<file path="src/rtl/apb_master_fsm.sv">
// APB3 master sequencer: pops {write, addr, wdata} requests, runs one APB3 transfer each, pushes {slverr, rdata}.
// Optional ACCESS watchdog is built only when APB_TIMEOUT_EN is defined.
module apb_master_fsm #(
    parameter int unsigned ADDR_W         = 32,
    parameter int unsigned DATA_W         = 32,
    parameter int unsigned TIMEOUT_CYCLES = 256
) (
    input  logic                     pclk,
    input  logic                     prst_n,
    input  logic [ADDR_W+DATA_W:0]   req_rdata,
    input  logic                     req_rempty,
    output logic                     req_rinc,
    output logic [DATA_W:0]          resp_wdata,
    input  logic                     resp_wfull,
    output logic                     resp_winc,
    output logic                     psel,
    output logic                     penable,
    output logic                     pwrite,
    output logic [ADDR_W-1:0]        paddr,
    output logic [DATA_W-1:0]        pwdata,
    input  logic [DATA_W-1:0]        prdata,
    input  logic                     pready,
    input  logic                     pslverr,
    output logic                     busy,
    output logic                     timeout
);

    typedef enum logic [2:0] {
        S_IDLE,
        S_LOAD,
        S_SETUP,
        S_ACCESS,
        S_RESP
    } state_t;

    state_t state;
    logic   expire;

    // The FIFO read data is registered, so the popped word is sampled one cycle later in LOAD.
    assign req_rinc  = prst_n && (state == S_IDLE) && !req_rempty;
    assign resp_winc = (state == S_RESP) && !resp_wfull;

`ifdef APB_TIMEOUT_EN
    localparam int unsigned CNT_W = $clog2(TIMEOUT_CYCLES) + 1;

    logic [CNT_W-1:0] access_cnt;

    always_ff @(posedge pclk or negedge prst_n) begin
        if (!prst_n) begin
            access_cnt <= '0;
        end else if (state == S_SETUP) begin
            access_cnt <= '0;
        end else if ((state == S_ACCESS) && !pready) begin
            access_cnt <= access_cnt + CNT_W'(1);
        end
    end

    assign expire  = (state == S_ACCESS) && !pready &&
                     (access_cnt == CNT_W'(TIMEOUT_CYCLES - 1));
    assign timeout = expire;
`else
    assign expire  = 1'b0 & (TIMEOUT_CYCLES == 0);
    assign timeout = 1'b0;
`endif

    always_ff @(posedge pclk or negedge prst_n) begin
        if (!prst_n) begin
            state      <= S_IDLE;
            psel       <= 1'b0;
            penable    <= 1'b0;
            pwrite     <= 1'b0;
            paddr      <= '0;
            pwdata     <= '0;
            resp_wdata <= '0;
            busy       <= 1'b0;
        end else begin
            case (state)
                S_IDLE: begin
                    if (!req_rempty) begin
                        state <= S_LOAD;
                        busy  <= 1'b1;
                    end
                end
                S_LOAD: begin
                    pwrite <= req_rdata[ADDR_W+DATA_W];
                    paddr  <= req_rdata[ADDR_W+DATA_W-1:DATA_W];
                    pwdata <= req_rdata[DATA_W-1:0];
                    psel   <= 1'b1;
                    state  <= S_SETUP;
                end
                S_SETUP: begin
                    penable <= 1'b1;
                    state   <= S_ACCESS;
                end
                S_ACCESS: begin
                    // A late pready on the expiry cycle still completes normally.
                    if (pready) begin
                        resp_wdata <= {pslverr, (pwrite ? {DATA_W{1'b0}} : prdata)};
                        psel       <= 1'b0;
                        penable    <= 1'b0;
                        state      <= S_RESP;
                    end else if (expire) begin
                        resp_wdata <= {1'b1, {DATA_W{1'b0}}};
                        psel       <= 1'b0;
                        penable    <= 1'b0;
                        state      <= S_RESP;
                    end
                end
                S_RESP: begin
                    if (!resp_wfull) begin
                        state <= S_IDLE;
                        busy  <= 1'b0;
                    end
                end
                default: begin
                    state   <= S_IDLE;
                    psel    <= 1'b0;
                    penable <= 1'b0;
                    busy    <= 1'b0;
                end
            endcase
        end
    end

endmodule

</file>
<file path="config.mk">
export PLATFORM = sky130hd
export DESIGN_NAME = apb_master_fsm
export DESIGN_NICKNAME = d
export VERILOG_FILES = /design/src/rtl/apb_master_fsm.sv
export SDC_FILE = /design/constraint.sdc
export NUM_CORES = 1
export LEC_CHECK = 0
export ABC_AREA = 1
export BUFFER_PORTS_ARGS = -buffer_cell sky130_fd_sc_hd__buf_2
export CORE_ASPECT_RATIO = 1.4
export CORE_MARGIN = 5
export CORE_UTILIZATION = 49
export DETAILED_ROUTE_END_ITERATION = 10
export GPL_TIMING_DRIVEN = 0
export HOLD_SLACK_MARGIN = 0.06
export PLACE_DENSITY = 0.87
export SYNTH_ARGS = -nofsm -noshare
export SYNTH_HDL_FRONTEND = slang
export SYNTH_SLANG_ARGS = --single-unit
</file>
<file path="constraint.sdc">
create_clock -name pclk -period 3 [get_ports pclk]
set_input_delay 0.75 -clock pclk [delete_from_list [all_inputs] [get_ports pclk]]
set_output_delay 0.75 -clock pclk [all_outputs]
set_load 0.03 [all_outputs]
</file>
# Word-level counts from Yosys, hierarchy flattened
# Cells that the tools add are included.
[op_classes] bitwise_logic=3 n_reduce_logical=14 eq_ne=7 n_mux=11
[ops] op="$mux 32" n=1
[ops] op="$pmux 3 s5" n=1
[ops] op="$mux 3" n=3
[ops] op="$pmux 1 s3" n=3
[ops] op="$reduce_or 3->1" n=3
[ops] op="$eq 3x2->1 const B" n=2
[ops] op="$ne 2x2->1 const B" n=3
[ops] op="$reduce_and 2->1" n=3
[ops] op="$reduce_and 3->1" n=2
[ops] op="$eq 3x1->1 const B" n=1
[ops] op="$eq 3x3->1 const B" n=1
[ops] op="$logic_and 1x1->1" n=3
[ops] op="$logic_not 3->1" n=1
[ops] op="$mux 1" n=3
[ops] op="$not 1->1" n=3
[ops] op="$logic_not 1->1" n=2
[totals] regBits=104 output_inout_bits=104

# Logic depth before layout (Yosys ltp)
# Gate-level depths: netlist of run 1.
[depth] ltp_word=4 depth_mapped=8

# Worst setup path after synthesis of run 1
# No wires, ideal clock.
[synth_path] path_kind="input port to output port" startpoint="in resp_wfull" endpoint="out resp_winc" path_stages=1 t_required_ns=2.250 path_slack_ns=0.599 path_buffers=0 arrival_ns=1.651 path_cell_list="nor4_1"
[synth_between] elab_chain_len=2
[synth_lines] element="start: declaration" line="14" source="input logic resp_wfull,"
[synth_lines] element="$logic_not 1->1"
[synth_lines] element="$logic_and 1x1->1" line="41" source="assign resp_winc = (state == S_RESP) && !resp_wfull;"
[synth_lines] element="end: declaration" line="15" source="output logic resp_winc,"
# Every way passes these cells.

# Final worst setup path of run 1
[layout_path] startpoint="in prst_n" endpoint="out req_rinc"
[layout_between] elab_chain_len=2
[layout_lines] element="start: declaration" line="9" source="input logic prst_n,"
[layout_lines] element="$logic_and 1x1->1 (2 in a row)" line="40" source="assign req_rinc = prst_n && (state == S_IDLE) && !req_rempty;"
[layout_lines] element="end: declaration" line="12" source="output logic req_rinc,"
# Every way passes these cells.

==> results.cfg, run 1 <==
[logic_synthesis]
ys_warn_count = 0
ys_seq_area_share_pct = 61.9
ys_ff_latch = 104
synthesis.instances = 464
synth.area.top_cells = dfrtp_1 (62%), nand2_1 (18%), nand3_1 (8.4%)
syn-mean-instance-area_um2 = 9.06
synth_top_cell_area_share_pct = 61.9
synth_top_area_cell = dfrtp_1
syn_nets = 567
netlist_area_um2 = 4210
ys_types = 18

[status]
run_status = complete, no violations

[cells_and_area]
utilization_pct = 67.4
fin_area_um2 = 5730
drive_above_1_share_pct = 36.6
antenna_cells = 0
syn2layout_area_growth_pct = 36.3
layout.nets = 784
finalNonFillerCells = 791

[global_route]
grt_max_degree = 56
antenna_found_initial = 0
gr-usage-all-layers_pct = 22.4
grt_pass1_vias = 3891
grt_pass1_wl_um = 18600
grt-ovfl-total = 0

[timing]
period_needed_ps = 2670
fin_crit_sh_pct = 89.1
fmax_mhz = 374
drv_slew = 0
hold_violations = 0
finalSetupTns_ps = 0
fin_skew_ps = 5.13
rsz0062_at_grt = false
setup_viol = 0

[clock_tree]
clkTransAtPathRegs_ps = 70
clkSinkCount = 104
htreeDepth = 3
clk_path_buf_depth = 2
tritoncts = built
clk_latency_ps = 330
numCtsBuffers = 9
root_buffer = clkbuf_16
postCtsSetupBuffers = 0

[power]
pwr-share-seq_pct = 32.4
combPwrFrac_pct = 50.5
clkPwrFrac_pct = 17.0
vdd_ir_drop_max_mv = 0.768
power_uw = 7480
leakagePower_uw = 0.00327
power.density_nw_per_um2 = 1300
internal_power_uw = 3960
swShare_pct = 47.0
p_switching_uw = 3510

[placement]
hpwl_um = 9170
post-place-cells = 775
placement.cell_area_um2 = 5390
io_buffer_count = 205
gp_congestion = 0.810

[floorplanning]
initial_utilization_pct = 49.4
ios = 207
die_w_um = 88.3
fp.dieArea_um2 = 10600
coreArea_um2 = 8510
rows = 40
die_h_um = 120

[routing]
vias_per_cell = 4.97
ant_nets = 0
drt-initial-drc-count = 166
drc_errors = 0
num_vias = 3931
wire_per_inst_um = 14.9
firstDrtPassIters = 4
routed_wl_um = 11800

[critical_path]
end_kind = output port
worstPathRequired_ps = 2250
critPathArrivalTime_ps = 1920
worstSetupPathType = primary input to output port
crit_fanout = 55
startpoint_type = primary input

[min_path]
hold_class = primary input to asynchronous set/reset pin

[flow_run]
drv_cap = 0
==> power groups by stage <==
| stage | clock (µW) | combinational [µW] | sequential, µW |
|---|---|---|---|
| 3_3_place_gp | 0 | 3710 | 2400 |
| 4_1_cts | 1310 | 3820 | 2420 |
| 6_report | 1270 | 3780 | 2420 |
| 3_5_place_dp | 0 | 3820 | 2440 |
| 2_1_floorplan | 0 | 1360 | 3680 |
| 5_1_grt | 1380 | 4110 | 2510 |
==> cell type report <==
type	count	area [µm²]
buffer	33	225
clock buffer	14	274
clock inverter	2	60.1
fill	724	2780
inverter	5	18.8
multi-input combinational	322	1360
sequential	104	2600
tap	105	131
timing repair buffer	206	1060
==> registers in the layout (all words and copies together) (netlist names) <==
name / count
busy: 1
psel: 1
penable: 1
resp_wdata: 33
state: 3
paddr: 32
pwrite: 1
pwdata: 32
==> critical path, cell delays in order <==
cell     delay (ps)
buf_6           380
buf_16          320
nand2_1         100
nor2_1          110
buf_2           220
==> Yosys cell counts, drive strengths merged <==
cell type and n:
nor2 6, inv 5, nand3 72, nand2 204, dfrtp 104, conb 1, o21ai 35, clkbuf 8
buf 25, nor4 1, a21oi 3
==> stage by stage <==
step | hold WS, ps | setup slack, ps
after detailed placement | 457 | 107
after global placement | 451 | -728
after CTS | 464 | 112
after global routing | 380 | 131
after floorplan | 454 | 599
final | 361 | 328
==> kinds of logic (layout without fill, tap and decap cells) <==
| family | Yosys count | count (layout) | share of synthesized area, % |
|---|---|---|---|
| compound gates | 38 | 38 | 4.52 |
| other cells | 1 | 1 | 0.0892 |
| flops | 104 | 104 | 61.9 |
| simple gates | 283 | 283 | 27.7 |
| buf+inv | 38 | 260 | 5.80 |
==> cells in the final DEF (no fill, tap or decap) <==
master,n
conb_1,1
o21ai_0,5
buf_6,9
buf_4,8
buf_2,213
nand2_1,203
a21oi_1,3
nor2_1,5
clkbuf_8,3
nand2_2,1
nand3_1,71
nand3_2,1
nor4_1,1
inv_1,2
bufinv_16,2
inv_2,3
buf_16,1
clkbuf_16,9
o21ai_1,30
clkbuf_1,10
dfrtp_1,104
nor2_2,1
==> metal layers <==
metal	track usage (%)	up-vias	share of wire (%)
li1	-	1916	-
met1	26.6	1829	38
met2	38.3	170	52
met3	6.66	16	9.1
met4	6.90	0	1.7
met5	0	-	0
==> what timing repair did <==
| item | CTS | global route |
|---|---|---|
| hold endpoints to repair | 0 | 0 |
| setup endpoints to repair | 0 | 1 |
| hold buffers | 0 | 0 |
| gates resized for setup | 0 | 1 |
==> worst paths after layout <==
check,end,startpoint,cells after the start,slack (ps)
max,req_rinc,prst_n,5,330
min,paddr[13]$_DFFE_PN0P_,prst_n,1,360
max reg2reg,paddr[30]$_DFFE_PN0P_,state[2]$_DFFE_PN0P_,5,1590
min reg2reg,paddr[29]$_DFFE_PN0P_,paddr[29]$_DFFE_PN0P_,2,470
max in group asynchronous,paddr[26]$_DFFE_PN0P_,prst_n,2,2010
min in group pclk,paddr[29]$_DFFE_PN0P_,paddr[29]$_DFFE_PN0P_,2,470
(Power assumes the default switching activity.)
==> run 2, diff against run 1 <==
--- a/config.mk
+++ b/config.mk
@@ -9,11 +9,12 @@
 export BUFFER_PORTS_ARGS = -buffer_cell sky130_fd_sc_hd__buf_2
 export CORE_ASPECT_RATIO = 1.4
 export CORE_MARGIN = 5
-export CORE_UTILIZATION = 49
+export CORE_UTILIZATION = 30
 export DETAILED_ROUTE_END_ITERATION = 10
 export GPL_TIMING_DRIVEN = 0
 export HOLD_SLACK_MARGIN = 0.06
-export PLACE_DENSITY = 0.87
+export PLACE_DENSITY = 0.58
+export REMOVE_ABC_BUFFERS = 1
 export SYNTH_ARGS = -nofsm -noshare
 export SYNTH_HDL_FRONTEND = slang
 export SYNTH_SLANG_ARGS = --single-unit
==> run 2 against run 1 <==
Utilization is 27 points lower. Critical path depth stayed put. Non-clock buffer count is 31 lower. Highest routed layer is now met5.
==> results.cfg, run 2 (synthesized netlist as in run 1, its figures left out) <==
[clock_tree]
tritoncts = built
clk_path_buf_depth = 2
root_buffer = clkbuf_16
clkTransAtPathRegs_ps = 80
clk_latency_ps = 340
numCtsBuffers = 9
clkSinkCount = 104
htreeDepth = 3
postCtsSetupBuffers = 0

[timing]
hold_violations = 0
fin_skew_ps = 10.0
fmax_mhz = 377
slew_headroom_pct = 34.0
drv_slew = 0
worst_pin_slew_ps = 989
period_needed_ps = 2650
rsz0062_at_grt = false
fin_crit_sh_pct = 88.3
layout_setup_ws_ps = 350
setup_viol = 0

[critical_path]
crit_fanout = 57
end_kind = output port
max_stage_delay_ps = 410
worstPathCellList = buf_6, buf_16, nand2_1, nor2_1, buf_2
startpoint_type = primary input
critPathArrivalTime_ps = 1900
worstPathRequired_ps = 2250
worstSetupPathType = primary input to output port
critical-path-slowest-cell = buf_6

[routing]
routed_wl_um = 11600
ant_nets = 0
num_vias = 3804
drt-initial-drc-count = 211
drc_errors = 0
vias_per_cell = 4.53
wire_per_inst_um = 13.8
firstDrtPassIters = 4

[placement]
hpwl_um = 8350
gp_congestion = 0.757
io_buffer_count = 205
post-place-ws_ps = -75.3
post-place-cells = 824

[floorplanning]
initial_utilization_pct = 30.4
die_h_um = 150
die_w_um = 110
ios = 207
coreArea_um2 = 13800
fp.dieArea_um2 = 16500
rows = 51

[power]
vdd_ir_drop_max_mv = 0.467
combPwrFrac_pct = 50.2
swShare_pct = 48.9
internal_power_uw = 3660
leakagePower_uw = 0.00315
power.density_nw_per_um2 = 1270
p_switching_uw = 3510
clkPwrFrac_pct = 16.0
pwr-share-seq_pct = 33.8

[cells_and_area]
layout.nets = 753
top_regs = resp_wdata x33, paddr x32, pwdata x32
largest_reg_flops = 33
syn2layout_area_growth_pct = 33.8
finalNonFillerCells = 840
antenna_cells = 0
final_cell_mix = buf_2 (204), nand2_1 (202), dfrtp_1 (104), nand3_1 (71), o21ai_1 (30)
final_common_cell = buf_2
nFillCells = 1410
largest-register = resp_wdata
drive_above_1_share_pct = 35.1

[min_path]
hold_class = primary input to asynchronous set/reset pin

[global_route]
use_met3_pct = 5.61
met1_usage_pct = 15.5
gr-usage-met2_pct = 23.7
grt_pass1_vias = 3829
busiest_layer = met2
grt_pass1_wl_um = 18300
grt-ovfl-total = 0
grt_max_degree = 71
antenna_found_initial = 1
gr-usage-all-layers_pct = 13.9

[flow_run]
drv_cap = 0

[status]
run_status = complete, no violations
run 2: power groups by stage:
stage | logic (µW) | clock network (µW) | registers (µW)
after floorplan | 1150 | 0 | 3690
after global placement | 3560 | 0 | 2420
after detailed placement | 3680 | 0 | 2440
after CTS | 3680 | 1190 | 2430
after global routing | 3950 | 1260 | 2510
final | 3600 | 1150 | 2430
run 2: critical path, delay by kind of cell:
| kind | cells | cell delay (ps) |
|---|---|---|
| and+or+nand+nor | 2 | 170 |
| buffers and inverters | 3 | 920 |
run 2: timing repair:
item,CTS,global route
gates resized for setup,1,3
hold buffers,0,0
hold endpoints to repair,0,0
setup endpoints to repair,20,24
run 2: final cells by class:
cell class	count	area (µm²)	area share (%)
Sequential cell	104	2600	46.2
Multi-Input combinational cell	322	1370	24.4
Timing Repair Buffer	208	1110	19.7
Clock buffer	12	256	4.56
Tap cell	185	231	4.11
Clock inverter	4	35.0	0.622
Inverter	5	23.8	0.422
run 2: path summary, 6_finish.rpt:
| path | startpoint | end | slack, ps | cells after the start |
|---|---|---|---|---|
| max | prst_n | req_rinc | 350 | 5 |
| min | prst_n | resp_wdata[13]$_DFFE_PN0P_ | 360 | 1 |
| max reg2reg | state[0]$_DFFE_PN0P_ | pwrite$_DFFE_PN0P_ | 600 | 5 |
| min reg2reg | pwdata[1]$_DFFE_PN0P_ | pwdata[1]$_DFFE_PN0P_ | 470 | 2 |
| max in group asynchronous | prst_n | paddr[22]$_DFFE_PN0P_ | 1990 | 2 |
| min in group pclk | pwdata[1]$_DFFE_PN0P_ | pwdata[1]$_DFFE_PN0P_ | 470 | 2 |
run 2: stage by stage:
stage	setup TNS (ps)	utilization (%)	instance area [µm²]	power (µW)	hold slack (ps)
floorplan	-65.9	-	3980	4840	454
global placement	-111230	37.8	5240	5980	450
detailed placement	-86.7	38.4	5320	6120	454
CTS	0	40.6	5620	7290	472
global route	0	40.6	5630	7710	386
finish	0	40.6	5630	7170	355
run 2: metal layers:
| layer | vias to the layer above | share of wire [%] |
|---|---|---|
| li1 | 1856 | - |
| met5 | - | 0.060 |
| met2 | 147 | 49 |
| met3 | 21 | 8.5 |
| met4 | 2 | 1.9 |
| met1 | 1778 | 40 |
==> run 3, diff against run 2 <==
==> constraint.sdc (replaced) <==
create_clock -name pclk -period 3 [get_ports pclk]
set_input_delay 0.75 -clock pclk [delete_from_list [all_inputs] [get_ports pclk]]
set_output_delay 0.75 -clock pclk [all_outputs]
set_load 0.005 [all_outputs]
==> run 3 against run 2 <==
Critical path depth unchanged. First-iteration DRC count unchanged. Final cell count unchanged. Setup slack worse by 81 ps. Clock skew down 0.93 ps. Sequential share of layout area up 0.051 points. Clock-buffer cell count unchanged. Cell area down 0.11%. Largest cell class unchanged. Highest routed layer unchanged.
==> results.cfg, run 3 (synthesized netlist as in run 1, its figures left out) <==
[timing]
fin_crit_sh_pct = 91.0
layout_setup_ws_ps = 269
worst_pin_slew_ps = 989
setup_viol = 0
fin_skew_ps = 9.11
drv_slew = 0
finalHoldWorstSlack_ps = 459
slew_headroom_pct = 34.0
period_needed_ps = 2730
fmax_mhz = 366
hold_violations = 0
rsz0062_at_grt = false

[cells_and_area]
largest-register = resp_wdata
finalNonFillerCells = 840
layout.nets = 753
syn2layout_area_growth_pct = 33.7
top_regs = resp_wdata x33, paddr x32, pwdata x32
fin_area_um2 = 5620
drive_above_1_share_pct = 35.1
final_cell_mix = buf_2 (204), nand2_1 (202), dfrtp_1 (104), nand3_1 (71), o21ai_1 (30)
nFillCells = 1409
final_common_cell = buf_2
largest_reg_flops = 33
multi_input_area_um2 = 1370
antenna_cells = 0
regArea_um2 = 2600

[critical_path]
worstSetupPathType = primary input to output port
critical_path_buf_inv_count = 3
max_stage_delay_ps = 560
worstPathRequired_ps = 2250
end_kind = output port
cp-startpoint = prst_n
rr_startpoint = state[0]$_DFFE_PN0P_
startpoint_type = primary input
critical-path-slowest-cell = buf_4
crit_fanout = 57
critPathArrivalTime_ps = 1980
path_delay_family = buffers and inverters
worstPathCellList = buf_4, buf_16, nand2_1, nor2_1, buf_2

[placement]
post-place-ws_ps = -75.3
io_buffer_count = 205
gp_congestion = 0.757
hpwl_um = 8350
placement.cell_area_um2 = 5320
post-place-cells = 824

[floorplanning]
ios = 207
fp.dieArea_um2 = 16500
rows = 51
die_w_um = 110
initial_utilization_pct = 30.4
die_h_um = 150
coreArea_um2 = 13800

[clock_tree]
root_buffer = clkbuf_16
tritoncts = built
clkSinkCount = 104
clk_path_buf_depth = 2
numCtsBuffers = 9
cts_hold_buffers = 0
clkTransAtPathRegs_ps = 70
htreeDepth = 3
clk_latency_ps = 340

[status]
run_status = complete, no violations

[power]
power.density_nw_per_um2 = 1050
vdd_ir_drop_max_mv = 0.349
power_uw = 5930
leakagePower_uw = 0.00315

[routing]
routed_wl_um = 11600
vias_per_cell = 4.53
num_vias = 3803
drt-initial-drc-count = 211
ant_nets = 0
firstDrtPassIters = 4
drc_errors = 0
wire_per_inst_um = 13.8

[min_path]
hold_class = primary input to asynchronous set/reset pin

[global_route]
grt_max_degree = 71
grt_pass1_vias = 3829
gr-usage-all-layers_pct = 13.9
grt-ovfl-total = 0
grt_pass1_wl_um = 18300
antenna_found_initial = 1

[flow_run]
drv_cap = 0
==> run 3: cell count changes in the layout (fill, tap and decap cells not counted) <==
cell and delta:
inv_6 -1, buf_4 +1, inv_4 +1, buf_6 -1
==> run 3: area by class of cell <==
class	count	area share, %
clock buffer	12	4.56
clock inverter	4	0.623
inverter	5	0.378
multi-input combinational	322	24.4
sequential	104	46.3
tap	185	4.12
timing repair buffer	208	19.6
==> run 3: final timing paths <==
check / endpoint / slack [ps] / cells past startpoint
max: req_rinc / 270 / 5
min: resp_wdata[7]$_DFFE_PN0P_ / 460 / 1
max reg2reg: pwrite$_DFFE_PN0P_ / 600 / 5
min reg2reg: pwdata[1]$_DFFE_PN0P_ / 470 / 2
max in group asynchronous: paddr[22]$_DFFE_PN0P_ / 1830 / 2
min in group pclk: pwdata[1]$_DFFE_PN0P_ / 470 / 2
==> run 3: what timing repair did <==
item	CTS	global route
setup buffers	0	0
hold endpoints to repair	0	0
resized for setup	1	1
endpoints found under the setup margin	20	23
==> run 3: routing by layer <==
metal	vias up	global-route usage [%]	part of all wire, %
met3	21	5.61	8.6
met1	1779	15.5	40
met5	-	0	0.060
met4	2	4.87	1.9
li1	1856	-	-
met2	145	23.7	49
==> run 3: metrics by stage <==
step / setup TNS (ps) / util (%)
after detailed placement: -86.7 / 38.4
after floorplan: -65.8 / -
after global placement: -111140 / 37.8
final: 0 / 40.6
after CTS: 0 / 40.6
after global routing: 0 / 40.6
==> run 3: report_power, final <==
group          internal [µW]  switching, µW  total, µW
clock                    619            526       1140
combinational            956           1400       2360
sequential              2070            358       2420
total                   3640           2290       5930
